--- src/rtl/alu_share_arb.sv ---
// Round-robin arbiter sharing one combinational ALU between two valid/ready requesters.
// Operands are held on the ALU for EXEC_CYCLES cycles, then result/zero are registered per requester.
//
// state | meaning
// IDLE  | waiting for a request; grant is combinational, winner sees reqN_ready
// EXEC  | latched operands on alu_*; counting down until capture
// RESP  | rsp<owner>_valid held until the owner takes it
module alu_share_arb #(
  parameter int WIDTH       = 32,
  parameter int OPW         = 4,
  parameter int EXEC_CYCLES = 1,
  parameter int CNTW        = 16
) (
  input  logic             clk,
  input  logic             rst,
  input  logic             req0_valid,
  output logic             req0_ready,
  input  logic [OPW-1:0]   req0_aluop,
  input  logic [WIDTH-1:0] req0_a,
  input  logic [WIDTH-1:0] req0_b,
  output logic             rsp0_valid,
  input  logic             rsp0_ready,
  output logic [WIDTH-1:0] rsp0_result,
  output logic             rsp0_zero,
  input  logic             req1_valid,
  output logic             req1_ready,
  input  logic [OPW-1:0]   req1_aluop,
  input  logic [WIDTH-1:0] req1_a,
  input  logic [WIDTH-1:0] req1_b,
  output logic             rsp1_valid,
  input  logic             rsp1_ready,
  output logic [WIDTH-1:0] rsp1_result,
  output logic             rsp1_zero,
  output logic [WIDTH-1:0] alu_a,
  output logic [WIDTH-1:0] alu_b,
  output logic [OPW-1:0]   alu_op,
  input  logic [WIDTH-1:0] alu_result,
  input  logic             alu_zero,
  output logic             busy,
  output logic [CNTW-1:0]  ops_done
);

  localparam int CW = (EXEC_CYCLES > 1) ? $clog2(EXEC_CYCLES) : 1;

  typedef enum logic [1:0] {IDLE, EXEC, RESP} state_t;

  state_t        state, state_nxt;
  logic          prio;
  logic          owner;
  logic [CW-1:0] cnt;
  logic          grant_vld;
  logic          grant;
  logic          accept;
  logic          capture;
  logic          rsp_hs;

  // Both valid -> prio wins; otherwise the lone valid requester wins.
  assign grant_vld = req0_valid | req1_valid;
  assign grant     = (req0_valid & req1_valid) ? prio : req1_valid;
  assign accept    = (state == IDLE) & grant_vld;
  assign capture   = (state == EXEC) & (cnt == '0);
  assign rsp_hs    = (state == RESP) & (owner ? rsp1_ready : rsp0_ready);

  always_ff @(posedge clk) begin
    if (rst) state <= IDLE;
    else     state <= state_nxt;
  end

  always_comb begin
    state_nxt = state;
    case (state)
      IDLE:    if (accept)  state_nxt = EXEC;
      EXEC:    if (capture) state_nxt = RESP;
      RESP:    if (rsp_hs)  state_nxt = IDLE;
      default: state_nxt = IDLE;
    endcase
  end

  always_comb begin
    req0_ready = accept & ~grant;
    req1_ready = accept & grant;
    busy       = (state != IDLE);
  end

  // alu_* double as the latched operand registers, so they hold through RESP and IDLE.
  always_ff @(posedge clk) begin
    if (rst) begin
      prio        <= 1'b0;
      owner       <= 1'b0;
      cnt         <= '0;
      alu_a       <= '0;
      alu_b       <= '0;
      alu_op      <= '0;
      rsp0_valid  <= 1'b0;
      rsp0_result <= '0;
      rsp0_zero   <= 1'b0;
      rsp1_valid  <= 1'b0;
      rsp1_result <= '0;
      rsp1_zero   <= 1'b0;
      ops_done    <= '0;
    end else begin
      if (accept) begin
        owner  <= grant;
        cnt    <= CW'(EXEC_CYCLES - 1);
        alu_a  <= grant ? req1_a : req0_a;
        alu_b  <= grant ? req1_b : req0_b;
        alu_op <= grant ? req1_aluop : req0_aluop;
      end
      if ((state == EXEC) && (cnt != '0)) cnt <= cnt - CW'(1);
      if (capture) begin
        if (owner) begin
          rsp1_valid  <= 1'b1;
          rsp1_result <= alu_result;
          rsp1_zero   <= alu_zero;
        end else begin
          rsp0_valid  <= 1'b1;
          rsp0_result <= alu_result;
          rsp0_zero   <= alu_zero;
        end
      end
      if (rsp_hs) begin
        if (owner) rsp1_valid <= 1'b0;
        else       rsp0_valid <= 1'b0;
        prio     <= ~owner;
        ops_done <= ops_done + CNTW'(1);
      end
    end
  end

endmodule

--- config.mk ---
export PLATFORM = sky130hd
export DESIGN_NAME = alu_share_arb
export DESIGN_NICKNAME = d
export VERILOG_FILES = /design/src/rtl/alu_share_arb.sv
export SDC_FILE = /design/constraint.sdc
export NUM_CORES = 1
export LEC_CHECK = 0
export ABC_AREA = 1
export CELL_PAD_IN_SITES_DETAIL_PLACEMENT = 1
export CELL_PAD_IN_SITES_GLOBAL_PLACEMENT = 2
export CORE_MARGIN = 8
export CORE_UTILIZATION = 20
export DETAILED_ROUTE_END_ITERATION = 6
export GPL_ROUTABILITY_DRIVEN = 0
export PLACE_DENSITY = 0.87
export SYNTH_ARGS = -nofsm -noshare
export SYNTH_HDL_FRONTEND = slang
export SYNTH_SLANG_ARGS = --single-unit
--- constraint.sdc ---
create_clock -name clk -period 1.67 [get_ports clk]
set_input_delay 0.4175 -clock clk [delete_from_list [all_inputs] [get_ports clk]]
set_output_delay 0.4175 -clock clk [all_outputs]
set_load 0.05 [all_outputs]
==> results.ini <==
[worst_setup_path]
critical_path_peak_fanout = 2
critPathArrivalTime_ps = 1460
r2r_cells = 12
path_class = in2out
end_kind = output pin
setup.worst_path.start_class = input pin
cp_data_required_time_ps = 1250

[cells_and_area]
syn_to_final_growth_pct = 80.5
drive_gt1_share_pct = 20.5
diodes = 0
fin_cells = 1707
fin_nets = 1468

[power_and_ir_drop]
p_per_area_nw_per_um2 = 1020
power_mw = 11.8
p_seq_share_pct = 36.0
p_int_mw = 7.87
ir_drop_v = 0.000654
switching_share_pct = 33.0
p_leak_nw = 5.34
pwr-share-comb_pct = 28.7
power.share.clock_pct = 35.4
power_switching_mw = 3.88

[route]
ant_nets = 0
num_vias = 7346
wl_per_cell_um = 17.6
viasPerCell = 4.30
drt_iter0_markers = 231
drc = 0
wirelength_um = 30100
first_pass_iters = 4

[clocking]
cts_tree = yes
clkTransAtPathRegs_ps = 60
clock-root-buffer = clkbuf_16
worstSkewPairLatency_ps = 440
cts_hold_buf = 0
cts.htree.levels = 4
cts_buffer_depth = 2
cts_buffers = 17
clock-sinks = 157

[synthesis]
ys_top_cells_by_area = dfxtp_1 49%, nand2_1 18%, nor2_1 9.7%
netlist-cell-type-count = 23
syn_nets = 1111
async_reset_ff_share_pct = 0
synth_top_area_share_pct = 49.1
synth_ff_type = dfxtp_1
syn_inst = 935
synth_area_per_cell_um2 = 6.84
ys_seq_elements = 157
yosys_warnings = 0
yosysTopAreaCell = dfxtp_1
synth_edf_count = 0
synth_area_um2 = 6400
yosysSeqAreaShare_pct = 49.1

[global_route]
gr-usage-met3_pct = 7.17
gr-usage-met2_pct = 25.3
grt_pass1_wl_um = 45600
top_usage_layer = met2
grt_max_degree = 43
first_global_vias = 7905
antenna_found_initial = 1
grt_util_met1_pct = 17.5
grt_use_total_pct = 15.3
overflow = 0

[min_path]
hold_class = reg2reg
holdPathStages = 2

[timing]
skew_ps = 7.87
hold_viol_final = 0
worst_slack_ps = -206
period_needed_ps = 1880
final-max-slew-violation-count = 0
fin_crit_sh_pct = 112
timing.fmax_mhz = 533
slew-limit-headroom_pct = 73.0
whs_ps = 463
finalSetupViolations = 13
tightest_slew_ps = 404
grt_setup_unrepaired = true

[place]
place_hpwl_um = 22100
dp.cells = 1661
portBuffers = 329

[floorplanning]
die_h_um = 195
ios = 330
start_util_pct = 20.3
core-area_um2 = 31600
die_w_um = 195
num_rows = 65
dieArea_um2 = 38000

[status]
failed_checks = negative setup slack
status = complete, but fails checks

[job]
cap_viol_max_count = 0

==> Yosys cell counts (2+ instances only) <==
master and n:
inv_1 77, nand2_1 300, nor2_1 166, clkbuf_1 21
nand4_1 4, nor3_1 5, a21oi_1 9, buf_2 26
nor2_2 4, buf_4 2, a31oi_1 20, inv_2 3
o21ai_0 56, dfxtp_1 157, nand3_1 60, o21ai_1 17
nor2_4 2
==> flip-flops by register name (all words and copies together) (netlist names), named ones only <==
name and count:
alu_a 32, alu_b 32, alu_op 4, cnt 1, ops_done 16, owner 1, prio 1, rsp0_result 32
rsp0_zero 1, rsp1_result 32, rsp1_zero 1, state 2
==> cells in the final DEF (no fill, tap or decap), types with 2 or more instances in the layout <==
cell and instances:
nand3_1 60, dfxtp_2 4, o21ai_1 17, nand2_2 4, nand4_1 4, inv_4 2
nor2_4 6, clkinv_2 4, nor2_2 2, o21ai_0 56, clkbuf_1 2, clkbuf_8 3
a31oi_1 20, nor3_1 5, buf_8 3, buf_4 143, dfxtp_1 153, clkdlybuf4s50_1 173
a21oi_1 9, inv_1 74, nand2_1 296, buf_12 55, clkbuf_16 23, bufinv_16 3
clkinvlp_4 3, nor2_1 164, inv_2 3, buf_6 6
==> metrics by stage <==
step	setup TNS (ps)	setup slack [ps]	utilization, %	area [um2]
2_1_floorplan	0	44.4	-	6400
3_3_place_gp	-24940	-379	33.6	10600
3_5_place_dp	-25790	-411	33.6	10600
4_1_cts	-1270	-228	35.9	11300
5_1_grt	-4640	-255	36.6	11500
6_report	-556	-206	36.6	11500
==> cell families after synthesis <==
kind of cell    count (synthesis)  synth area share (%)
flops                         157                  49.1
fa+ha+maj                       1                 0.196
buf+inv                       130                  8.25
compound gates                104                  8.63
xor+xnor                        1                 0.137
simple gates                  542                  33.7
==> final timing paths <==
path	from	to	slack, ps
setup / recovery	req1_valid	req0_ready	-210
hold / removal	cnt	state[0]	460
setup reg to reg	state[0]	alu_b[15]	-20
hold reg to reg	cnt	state[0]	460
==> per-layer routing <==
metal | routed length, um | vias up
met5 | 13 | -
met4 | 355 | 2
met3 | 2830 | 26
met2 | 14100 | 252
met1 | 12900 | 3449
li1 | - | 3617
==> power by group through the flow <==
stage / Sequential [mW] / Clock (mW) / Combinational, mW
6_report: 4.23 / 4.16 / 3.37
2_1_floorplan: 5.22 / 0 / 0.758
4_1_cts: 4.23 / 4.31 / 3.31
5_1_grt: 4.26 / 4.43 / 3.60
3_5_place_dp: 4.31 / 0 / 3.24
3_3_place_gp: 4.29 / 0 / 3.20
==> worst max-delay path, cell delays in order <==
cell and delay, ps:
clkdlybuf4s50_1 580, nand2_4 90, inv_2 70, nor2_4 40, buf_12 130, buf_12 140
==> layout make-up <==
type | instances | area [um2]
multi-input cells | 648 | 2770
repair buffers | 388 | 4210
inverters | 80 | 307
flip-flops and latches | 157 | 3150
clock buffers | 22 | 474
well taps | 402 | 503
fillers | 3805 | 20000
clock inverters | 10 | 136
==> what timing repair did <==
| item | CTS | global route |
|---|---|---|
| setup endpoints to repair | 20 | 125 |
| buffers inserted | 6 | 2 |
| pin swaps | 3 | 5 |
| gates resized for setup | 16 | 19 |
| cloned | 1 | 6 |
No activity file was read; power rests on OpenSTA's default activity.
